==> src/rtl/cpu_pipe_pkg.sv <==
// Shared widths and the control bundle carried from decode into execute.
// An all-zero ctrl_t is a bubble.
package cpu_pipe_pkg;

  localparam int DEF_DATA_W = 32;
  localparam int DEF_RA_W   = 5;
  localparam int ALUC_W     = 4;

  typedef struct packed {
    logic              valid;
    logic              wreg;
    logic              m2reg;
    logic              wmem;
    logic              aluimm;
    logic [ALUC_W-1:0] aluc;
  } ctrl_t;

  localparam ctrl_t CTRL_BUBBLE = '0;

endpackage

==> src/rtl/id_exe_stage_if.sv <==
// Decode-side bundle, MEM/WB writeback sources and registered execute-side
// outputs of the ID/EXE stage. The master drives decode; the slave is the stage.
interface id_exe_stage_if #(
  parameter int DATA_W = cpu_pipe_pkg::DEF_DATA_W,
  parameter int RA_W   = cpu_pipe_pkg::DEF_RA_W,
  parameter int ALUC_W = cpu_pipe_pkg::ALUC_W,
  parameter int CNT_W  = 16
);
  logic              id_valid;
  logic              id_wreg;
  logic              id_m2reg;
  logic              id_wmem;
  logic              id_aluimm;
  logic [ALUC_W-1:0] id_aluc;
  logic [RA_W-1:0]   id_rs;
  logic [RA_W-1:0]   id_rt;
  logic              id_uses_rt;
  logic [RA_W-1:0]   id_dest;
  logic [DATA_W-1:0] id_qa;
  logic [DATA_W-1:0] id_qb;
  logic [DATA_W-1:0] id_imm;
  logic              flush;
  logic              ext_stall;
  logic              m_wreg;
  logic [RA_W-1:0]   m_dest;
  logic [DATA_W-1:0] m_res;
  logic              w_wreg;
  logic [RA_W-1:0]   w_dest;
  logic [DATA_W-1:0] w_data;

  logic              e_valid;
  logic              e_wreg;
  logic              e_m2reg;
  logic              e_wmem;
  logic              e_aluimm;
  logic [ALUC_W-1:0] e_aluc;
  logic [RA_W-1:0]   e_dest;
  logic [DATA_W-1:0] e_qa;
  logic [DATA_W-1:0] e_qb;
  logic [DATA_W-1:0] e_imm;
  logic              load_use_stall;
  logic [CNT_W-1:0]  bubble_cnt;

  modport master (
    output id_valid, id_wreg, id_m2reg, id_wmem, id_aluimm, id_aluc,
           id_rs, id_rt, id_uses_rt, id_dest, id_qa, id_qb, id_imm,
           flush, ext_stall, m_wreg, m_dest, m_res, w_wreg, w_dest, w_data,
    input  e_valid, e_wreg, e_m2reg, e_wmem, e_aluimm, e_aluc, e_dest,
           e_qa, e_qb, e_imm, load_use_stall, bubble_cnt
  );

  modport slave (
    input  id_valid, id_wreg, id_m2reg, id_wmem, id_aluimm, id_aluc,
           id_rs, id_rt, id_uses_rt, id_dest, id_qa, id_qb, id_imm,
           flush, ext_stall, m_wreg, m_dest, m_res, w_wreg, w_dest, w_data,
    output e_valid, e_wreg, e_m2reg, e_wmem, e_aluimm, e_aluc, e_dest,
           e_qa, e_qb, e_imm, load_use_stall, bubble_cnt
  );
endinterface

==> src/rtl/hazard_unit.sv <==
// Load-use comparator and MEM/WB operand forwarding selects, purely combinational.
module hazard_unit #(
  parameter int DATA_W = 32,
  parameter int RA_W   = 5
) (
  input  logic              e_valid_i,
  input  logic              e_wreg_i,
  input  logic              e_m2reg_i,
  input  logic [RA_W-1:0]   e_dest_i,
  input  logic              id_valid_i,
  input  logic [RA_W-1:0]   id_rs_i,
  input  logic [RA_W-1:0]   id_rt_i,
  input  logic              id_uses_rt_i,
  input  logic [DATA_W-1:0] id_qa_i,
  input  logic [DATA_W-1:0] id_qb_i,
  input  logic              m_wreg_i,
  input  logic [RA_W-1:0]   m_dest_i,
  input  logic [DATA_W-1:0] m_res_i,
  input  logic              w_wreg_i,
  input  logic [RA_W-1:0]   w_dest_i,
  input  logic [DATA_W-1:0] w_data_i,
  output logic              load_use_stall_o,
  output logic [DATA_W-1:0] fwd_qa_o,
  output logic [DATA_W-1:0] fwd_qb_o
);

  // MEM beats WB; r0 is hardwired zero so it never takes a forwarded value.
  function automatic logic [DATA_W-1:0] fwd_sel(
    input logic [RA_W-1:0]   src,
    input logic [DATA_W-1:0] rf,
    input logic              mw,
    input logic [RA_W-1:0]   md,
    input logic [DATA_W-1:0] mres,
    input logic              ww,
    input logic [RA_W-1:0]   wd,
    input logic [DATA_W-1:0] wdat
  );
    if (src == '0)              return rf;
    else if (mw && (md == src)) return mres;
    else if (ww && (wd == src)) return wdat;
    else                        return rf;
  endfunction

  logic rs_hit;
  logic rt_hit;

  assign rs_hit = (e_dest_i == id_rs_i);
  assign rt_hit = id_uses_rt_i && (e_dest_i == id_rt_i);

  assign load_use_stall_o = e_valid_i && e_wreg_i && e_m2reg_i && (e_dest_i != '0) &&
                            id_valid_i && (rs_hit || rt_hit);

  // qb is forwarded even when rt is not an ALU source: stores read it.
  assign fwd_qa_o = fwd_sel(id_rs_i, id_qa_i, m_wreg_i, m_dest_i, m_res_i,
                            w_wreg_i, w_dest_i, w_data_i);
  assign fwd_qb_o = fwd_sel(id_rt_i, id_qb_i, m_wreg_i, m_dest_i, m_res_i,
                            w_wreg_i, w_dest_i, w_data_i);

endmodule

==> src/rtl/id_exe_stage.sv <==
// ID/EXE pipeline register with valid tracking, stall, flush-to-bubble,
// load-use bubble insertion, MEM/WB forwarding at capture and a bubble counter.
module id_exe_stage
  import cpu_pipe_pkg::*;
#(
  parameter int DATA_W = DEF_DATA_W,
  parameter int RA_W   = DEF_RA_W,
  parameter int CNT_W  = 16
) (
  input  logic        clk,
  input  logic        rst,
  id_exe_stage_if.slave bus
);

  ctrl_t             ctrl_q, ctrl_d;
  logic [RA_W-1:0]   dest_q, dest_d;
  logic [DATA_W-1:0] qa_q, qa_d;
  logic [DATA_W-1:0] qb_q, qb_d;
  logic [DATA_W-1:0] imm_q, imm_d;
  logic [CNT_W-1:0]  cnt_q, cnt_d;

  logic              load_use;
  logic [DATA_W-1:0] fwd_qa;
  logic [DATA_W-1:0] fwd_qb;

  hazard_unit #(.DATA_W(DATA_W), .RA_W(RA_W)) u_hazard (
    .e_valid_i        (ctrl_q.valid),
    .e_wreg_i         (ctrl_q.wreg),
    .e_m2reg_i        (ctrl_q.m2reg),
    .e_dest_i         (dest_q),
    .id_valid_i       (bus.id_valid),
    .id_rs_i          (bus.id_rs),
    .id_rt_i          (bus.id_rt),
    .id_uses_rt_i     (bus.id_uses_rt),
    .id_qa_i          (bus.id_qa),
    .id_qb_i          (bus.id_qb),
    .m_wreg_i         (bus.m_wreg),
    .m_dest_i         (bus.m_dest),
    .m_res_i          (bus.m_res),
    .w_wreg_i         (bus.w_wreg),
    .w_dest_i         (bus.w_dest),
    .w_data_i         (bus.w_data),
    .load_use_stall_o (load_use),
    .fwd_qa_o         (fwd_qa),
    .fwd_qb_o         (fwd_qb)
  );

  // ext_stall freezes everything; flush and load-use share one bubble path.
  always_comb begin
    ctrl_d = ctrl_q;
    dest_d = dest_q;
    qa_d   = qa_q;
    qb_d   = qb_q;
    imm_d  = imm_q;
    cnt_d  = cnt_q;
    if (!bus.ext_stall) begin
      if (bus.flush || load_use) begin
        ctrl_d = CTRL_BUBBLE;
        dest_d = '0;
        qa_d   = '0;
        qb_d   = '0;
        imm_d  = '0;
        if (cnt_q != '1) cnt_d = cnt_q + 1'b1;
      end else begin
        ctrl_d.valid  = bus.id_valid;
        ctrl_d.wreg   = bus.id_wreg;
        ctrl_d.m2reg  = bus.id_m2reg;
        ctrl_d.wmem   = bus.id_wmem;
        ctrl_d.aluimm = bus.id_aluimm;
        ctrl_d.aluc   = bus.id_aluc;
        dest_d        = bus.id_dest;
        qa_d          = fwd_qa;
        qb_d          = fwd_qb;
        imm_d         = bus.id_imm;
      end
    end
  end

  always_ff @(posedge clk) begin
    if (rst) begin
      ctrl_q <= CTRL_BUBBLE;
      dest_q <= '0;
      qa_q   <= '0;
      qb_q   <= '0;
      imm_q  <= '0;
      cnt_q  <= '0;
    end else begin
      ctrl_q <= ctrl_d;
      dest_q <= dest_d;
      qa_q   <= qa_d;
      qb_q   <= qb_d;
      imm_q  <= imm_d;
      cnt_q  <= cnt_d;
    end
  end

  assign bus.e_valid        = ctrl_q.valid;
  assign bus.e_wreg         = ctrl_q.wreg;
  assign bus.e_m2reg        = ctrl_q.m2reg;
  assign bus.e_wmem         = ctrl_q.wmem;
  assign bus.e_aluimm       = ctrl_q.aluimm;
  assign bus.e_aluc         = ctrl_q.aluc;
  assign bus.e_dest         = dest_q;
  assign bus.e_qa           = qa_q;
  assign bus.e_qb           = qb_q;
  assign bus.e_imm          = imm_q;
  assign bus.load_use_stall = load_use;
  assign bus.bubble_cnt     = cnt_q;

endmodule

==> src/flat_wrapper.sv <==
// flat-port wrapper written by rule: the top's interface ports become plain ports
module id_exe_stage_flat import cpu_pipe_pkg::*;
#(
  parameter int DATA_W = DEF_DATA_W,
  parameter int RA_W   = DEF_RA_W,
  parameter int CNT_W  = 16
)
  (clk, rst, bus_id_valid, bus_id_wreg, bus_id_m2reg, bus_id_wmem, bus_id_aluimm, bus_id_aluc, bus_id_rs, bus_id_rt, bus_id_uses_rt, bus_id_dest, bus_id_qa, bus_id_qb, bus_id_imm, bus_flush, bus_ext_stall, bus_m_wreg, bus_m_dest, bus_m_res, bus_w_wreg, bus_w_dest, bus_w_data, bus_e_valid, bus_e_wreg, bus_e_m2reg, bus_e_wmem, bus_e_aluimm, bus_e_aluc, bus_e_dest, bus_e_qa, bus_e_qb, bus_e_imm, bus_load_use_stall, bus_bubble_cnt);
  id_exe_stage_if #(.DATA_W(DATA_W), .RA_W(RA_W), .ALUC_W((4)), .CNT_W(CNT_W)) bus_i ();
  input  logic clk;
  input  logic rst;
  input wire logic [$bits(bus_i.id_valid)-1:0] bus_id_valid;
  input wire logic [$bits(bus_i.id_wreg)-1:0] bus_id_wreg;
  input wire logic [$bits(bus_i.id_m2reg)-1:0] bus_id_m2reg;
  input wire logic [$bits(bus_i.id_wmem)-1:0] bus_id_wmem;
  input wire logic [$bits(bus_i.id_aluimm)-1:0] bus_id_aluimm;
  input wire logic [$bits(bus_i.id_aluc)-1:0] bus_id_aluc;
  input wire logic [$bits(bus_i.id_rs)-1:0] bus_id_rs;
  input wire logic [$bits(bus_i.id_rt)-1:0] bus_id_rt;
  input wire logic [$bits(bus_i.id_uses_rt)-1:0] bus_id_uses_rt;
  input wire logic [$bits(bus_i.id_dest)-1:0] bus_id_dest;
  input wire logic [$bits(bus_i.id_qa)-1:0] bus_id_qa;
  input wire logic [$bits(bus_i.id_qb)-1:0] bus_id_qb;
  input wire logic [$bits(bus_i.id_imm)-1:0] bus_id_imm;
  input wire logic [$bits(bus_i.flush)-1:0] bus_flush;
  input wire logic [$bits(bus_i.ext_stall)-1:0] bus_ext_stall;
  input wire logic [$bits(bus_i.m_wreg)-1:0] bus_m_wreg;
  input wire logic [$bits(bus_i.m_dest)-1:0] bus_m_dest;
  input wire logic [$bits(bus_i.m_res)-1:0] bus_m_res;
  input wire logic [$bits(bus_i.w_wreg)-1:0] bus_w_wreg;
  input wire logic [$bits(bus_i.w_dest)-1:0] bus_w_dest;
  input wire logic [$bits(bus_i.w_data)-1:0] bus_w_data;
  output wire logic [$bits(bus_i.e_valid)-1:0] bus_e_valid;
  output wire logic [$bits(bus_i.e_wreg)-1:0] bus_e_wreg;
  output wire logic [$bits(bus_i.e_m2reg)-1:0] bus_e_m2reg;
  output wire logic [$bits(bus_i.e_wmem)-1:0] bus_e_wmem;
  output wire logic [$bits(bus_i.e_aluimm)-1:0] bus_e_aluimm;
  output wire logic [$bits(bus_i.e_aluc)-1:0] bus_e_aluc;
  output wire logic [$bits(bus_i.e_dest)-1:0] bus_e_dest;
  output wire logic [$bits(bus_i.e_qa)-1:0] bus_e_qa;
  output wire logic [$bits(bus_i.e_qb)-1:0] bus_e_qb;
  output wire logic [$bits(bus_i.e_imm)-1:0] bus_e_imm;
  output wire logic [$bits(bus_i.load_use_stall)-1:0] bus_load_use_stall;
  output wire logic [$bits(bus_i.bubble_cnt)-1:0] bus_bubble_cnt;
  assign bus_i.id_valid = bus_id_valid;
  assign bus_i.id_wreg = bus_id_wreg;
  assign bus_i.id_m2reg = bus_id_m2reg;
  assign bus_i.id_wmem = bus_id_wmem;
  assign bus_i.id_aluimm = bus_id_aluimm;
  assign bus_i.id_aluc = bus_id_aluc;
  assign bus_i.id_rs = bus_id_rs;
  assign bus_i.id_rt = bus_id_rt;
  assign bus_i.id_uses_rt = bus_id_uses_rt;
  assign bus_i.id_dest = bus_id_dest;
  assign bus_i.id_qa = bus_id_qa;
  assign bus_i.id_qb = bus_id_qb;
  assign bus_i.id_imm = bus_id_imm;
  assign bus_i.flush = bus_flush;
  assign bus_i.ext_stall = bus_ext_stall;
  assign bus_i.m_wreg = bus_m_wreg;
  assign bus_i.m_dest = bus_m_dest;
  assign bus_i.m_res = bus_m_res;
  assign bus_i.w_wreg = bus_w_wreg;
  assign bus_i.w_dest = bus_w_dest;
  assign bus_i.w_data = bus_w_data;
  assign bus_e_valid = bus_i.e_valid;
  assign bus_e_wreg = bus_i.e_wreg;
  assign bus_e_m2reg = bus_i.e_m2reg;
  assign bus_e_wmem = bus_i.e_wmem;
  assign bus_e_aluimm = bus_i.e_aluimm;
  assign bus_e_aluc = bus_i.e_aluc;
  assign bus_e_dest = bus_i.e_dest;
  assign bus_e_qa = bus_i.e_qa;
  assign bus_e_qb = bus_i.e_qb;
  assign bus_e_imm = bus_i.e_imm;
  assign bus_load_use_stall = bus_i.load_use_stall;
  assign bus_bubble_cnt = bus_i.bubble_cnt;
  id_exe_stage #(.DATA_W(DATA_W), .RA_W(RA_W), .CNT_W(CNT_W)) u_core (.clk(clk), .rst(rst), .bus(bus_i));
endmodule
==> config.mk <==
export PLATFORM = sky130hd
export DESIGN_NAME = id_exe_stage_flat
export DESIGN_NICKNAME = d
export VERILOG_FILES = /design/src/rtl/cpu_pipe_pkg.sv /design/src/rtl/id_exe_stage_if.sv /design/src/rtl/hazard_unit.sv /design/src/rtl/id_exe_stage.sv /design/src/flat_wrapper.sv
export SDC_FILE = /design/constraint.sdc
export NUM_CORES = 1
export LEC_CHECK = 0
export CORE_AREA = 2 2 127 129
export CTS_CLUSTER_SIZE = 28
export DETAILED_ROUTE_END_ITERATION = 12
export DIE_AREA = 0 0 129 131
export MAX_ROUTING_LAYER = met4
export PLACE_DENSITY_LB_ADDON = 0.2
export SYNTH_ARGS = -nofsm -noshare
export SYNTH_HDL_FRONTEND = slang
export SYNTH_SLANG_ARGS = --single-unit
==> constraint.sdc <==
create_clock -name clk -period 5.6 [get_ports clk]
set_input_delay 0.56 -clock clk [delete_from_list [all_inputs] [get_ports clk]]
set_output_delay 0.56 -clock clk [all_outputs]
set_load 0.01 [all_outputs]
==> flow_metrics.py <==
metrics = {
    "logic_synthesis": {
        "synth_edf_count": 0,
        "synth_seq_cells": 126,
        "yosys_warn_count": 0,
        "mappedNetlistArea_mm2": 0.00603,
        "library_cell_with_the_largest_summed_area_after_synthesis": "dfxtp_1",
        "synth_commonest_cells": "126 x dfxtp_1, 75 x nand2_1, 68 x nor3_1, 65 x o22ai_1, 64 x a31oi_1",
        "post-synth-top-count-cell": "dfxtp_1",
        "ys_top_cells_by_area": "dfxtp_1 42%, o22ai_1 6.7%, a31oi_1 6.6%",
        "synth_largest_type_area_fraction_pct": 41.8,
        "synth_ff_type": "dfxtp_1",
        "synth_fp_nets": 984,
        "syn-instance-count": 782,
        "synth.lib_cells_used.distinct": 36,
        "asyncSetResetFlopFracSynth_pct": 0,
        "ys_seq_area_share_pct": 41.8,
        "post_synth.cell_area_avg_um2": 7.71,
    },
    "grt": {
        "grt_busiest_layer": "met2",
        "grt_first_pass_wirelength_mm": 36.2,
        "grt_antenna_before_repair": 0,
        "groute.usage.overall_pct": 28.7,
        "first_global_vias": 6657,
        "grt_use_met3_pct": 7.25,
        "globalRoute.totalOverflow": 0,
        "grt_use_met1_pct": 34.7,
        "grt_start_max_net_pins": 67,
        "global_route.usage.met2_pct": 47.1,
    },
    "critical_path": {
        "critical_path_required_ns": 5.04,
        "startpoint_type": "input port",
        "endpoint_kind": "output port",
        "worst-path-max-fanout": 4,
        "r2r_endpoint": "u_core.bus.e_qa[8]$_SDFFE_PP0N_",
        "crit-reg2reg-launch": "u_core.bus.e_dest[4]$_SDFFE_PP0N_",
        "setup.reg_to_reg.worst_slack_ns": 3.05,
        "crit_arrival_ns": 2.63,
        "reg2reg_depth": 7,
        "setup.worst_path.class": "input port to output port",
    },
    "clock_tree": {
        "cts_h_tree_depth": 4,
        "clk_latency_ns": 0.42,
        "tritoncts": "yes",
        "tritoncts.num_buffers": 17,
        "ctsRootBufferMaster": "clkbuf_16",
        "numClockSinks": 126,
        "cts.repair.resized": 0,
        "cts.hold.buffers_added": 0,
        "clock_pin_transition_on_the_worst_setup_and_hold_timing_paths_ns": 0.06,
        "post-cts-setup-buffers": 0,
        "cts_max_path_buffers": 2,
    },
    "routing": {
        "detail_route.wirelength_mm": 24.3,
        "dr_total_vias": 7110,
        "remaining_drc_errors": 0,
        "vias_per_cell": 5.48,
        "antenna_violating_nets_post_route": 0,
        "iteration_0_drc_markers": 652,
        "wl_per_cell_um": 18.7,
        "number_of_detailed_route_iterations_in_the_first_pass": 5,
    },
    "power_and_ir_drop": {
        "p_switching_mw": 0.633,
        "static-leakage-power_nw": 3.48,
        "power_density_mw_per_mm2": 247,
        "power.share.switching_pct": 25.8,
        "share_comb_of_total_power_pct": 17.2,
        "max-vdd-ir-drop_uv": 194,
        "cellInternalPower_mw": 1.82,
        "seq_power_share_pct": 38.8,
        "proportion_of_power_drawn_by_the_clock_network_pct": 44.1,
    },
    "timing": {
        "fin_crit_sh_pct": 56.9,
        "final-hold-violation-count": 0,
        "setup_repair_after_global_routing_missed_its_margin": "false",
        "final.setup_skew_ns": 0.00830,
        "post-route-min-period_ns": 3.19,
        "report.final.setup_viol": 0,
        "finalMaxSlewViolations": 0,
        "clock.fmax_mhz": 314,
        "maxSlewHeadroom_pct": 18.7,
        "setup_tns_ns": 0,
        "worst-slew-pin-transition_ns": 1.22,
    },
    "floorplan": {
        "die_height_um": 131,
        "design.die.area_mm2": 0.0169,
        "fp.dieW_um": 129,
        "row_count": 46,
        "fp.coreArea_mm2": 0.0156,
        "initial_core_util_pct": 38.6,
        "ioPinCount": 328,
    },
    "final_layout": {
        "diodes": 0,
        "final_core_utilization_pct": 63.9,
        "post_route_cells_drive_above_1_share_pct": 5.36,
        "synthToLayoutAreaGrowth_pct": 65.3,
        "finish.net_count": 1272,
    },
    "worst_hold_path": {
        "worstHoldStart": "u_core.bus.e_qa[7]$_SDFFE_PP0N_",
        "whs_endpoint": "u_core.bus.e_qa[7]$_SDFFE_PP0N_",
        "hold_path_depth": 2,
        "worst_hold_path_class": "register to register",
    },
    "status": {
        "status": "completed",
    },
    "placed_design": {
        "placement.io_buffers": 327,
        "finalWeightedCongestion": 0.879,
        "place_hpwl_mm": 17.4,
    },
    "job": {
        "maxCapViolations": 0,
    },
}
power by group through the flow:
stage,clock network [mW],logic [mW],registers (mW)
CTS,1.09,0.421,0.952
detailed placement,0,0.419,0.971
global route,1.13,0.453,0.955
floorplan,0,0.143,0.983
global placement,0,0.417,0.970
finish,1.08,0.422,0.952
cells by family (layout without fill, tap and decap cells):
logic type      after synthesis  count (layout)  synth area share [%]
compound gates              270             270                  27.6
xor+xnor                     31              31                  4.50
fa+ha+maj                     1               1                 0.208
buf+inv                     108             408                  7.08
flops                       126             126                  41.8
mux                           3               3                 0.540
simple gates                243             243                  18.3
flip-flops by register name, indices dropped and copies added (netlist names), 4 cells and up:
name / cells
u_core.bus.bubble_cnt: 16
u_core.bus.e_aluc: 4
u_core.bus.e_dest: 5
u_core.bus.e_qa: 32
u_core.bus.e_qb: 32
u_core.bus.e_imm: 32
worst max path at each step:
stage | startpoint | endpoint | slack [ns] | cells past startpoint
final | bus_id_rs[1] | bus_load_use_stall | 2.41 | 6
after global routing | bus_id_rt[0] | u_core.bus.e_qb[30]$_SDFFE_PP0N_ | 2.23 | 9
after CTS | bus_id_rt[1] | bus_load_use_stall | 2.41 | 6
after detailed placement | bus_id_rt[0] | u_core.bus.e_qb[8]$_SDFFE_PP0N_ | 2.05 | 9
after global placement | bus_id_rt[0] | u_core.bus.e_qb[8]$_SDFFE_PP0N_ | 2.06 | 9
after floorplan | bus_id_rs[0] | u_core.bus.e_qa[21]$_SDFFE_PP0N_ | 3.56 | 8
layout by cell type (no fill, tap or decap), drive strengths merged, types with 7 or more instances in the layout:
master         synthesis  final
a21oi                 15     15
inv                   36     38
nand3                 10     10
nand2                 75     75
xor2                   9      9
dfxtp                126    126
clkdlybuf4s50          0    325
clkbuf                55     18
a31oi                 64     64
nor3                  68     68
a22oi                 45     45
clkinv                 0      7
buf                   17     16
nor2                  56     56
xnor2                 22     22
or3                   12     12
o22ai                 65     65
o21ai                 77     77
per-stage QoR:
| stage | worst slack (ns) | instance area, um^2 | instances | hold slack, ns | power [mW] |
|---|---|---|---|---|---|
| global placement | 2.06 | 9390 | 1267 | 0.435 | 1.39 |
| finish | 2.41 | 9960 | 1298 | 0.447 | 2.46 |
| detailed placement | 2.05 | 9390 | 1267 | 0.443 | 1.39 |
| global route | 2.23 | 9960 | 1298 | 0.467 | 2.54 |
| floorplan | 3.56 | 6030 | 782 | 0.473 | 1.13 |
| CTS | 2.41 | 9960 | 1298 | 0.451 | 2.47 |
final cells by class:
| class | instances | area, um^2 |
|---|---|---|
| fillers | 1349 | 5640 |
| repair buffers | 341 | 3370 |
| multi-input cells | 548 | 3090 |
| flip-flops and latches | 126 | 2520 |
| clock buffers | 18 | 429 |
| well taps | 216 | 270 |
| clock inverters | 13 | 143 |
| inverters | 36 | 135 |
worst max-delay path, cell delays in order:
cell and delay, ns:
clkdlybuf4s50_1 0.63, xnor2_1 0.16, nand3_1 0.09, o22ai_1 0.39, and2_1 0.23, clkdlybuf4s50_1 0.57
metal layers:
metal | vias to the layer above | share of wire, % | wire (um)
met5 | - | 0 | 0
met4 | 0 | 2.0 | 479
met3 | 48 | 9.5 | 2310
met2 | 402 | 48 | 11800
met1 | 3239 | 40 | 9720
li1 | 3421 | - | -
Power figures use the tool's default switching activity.
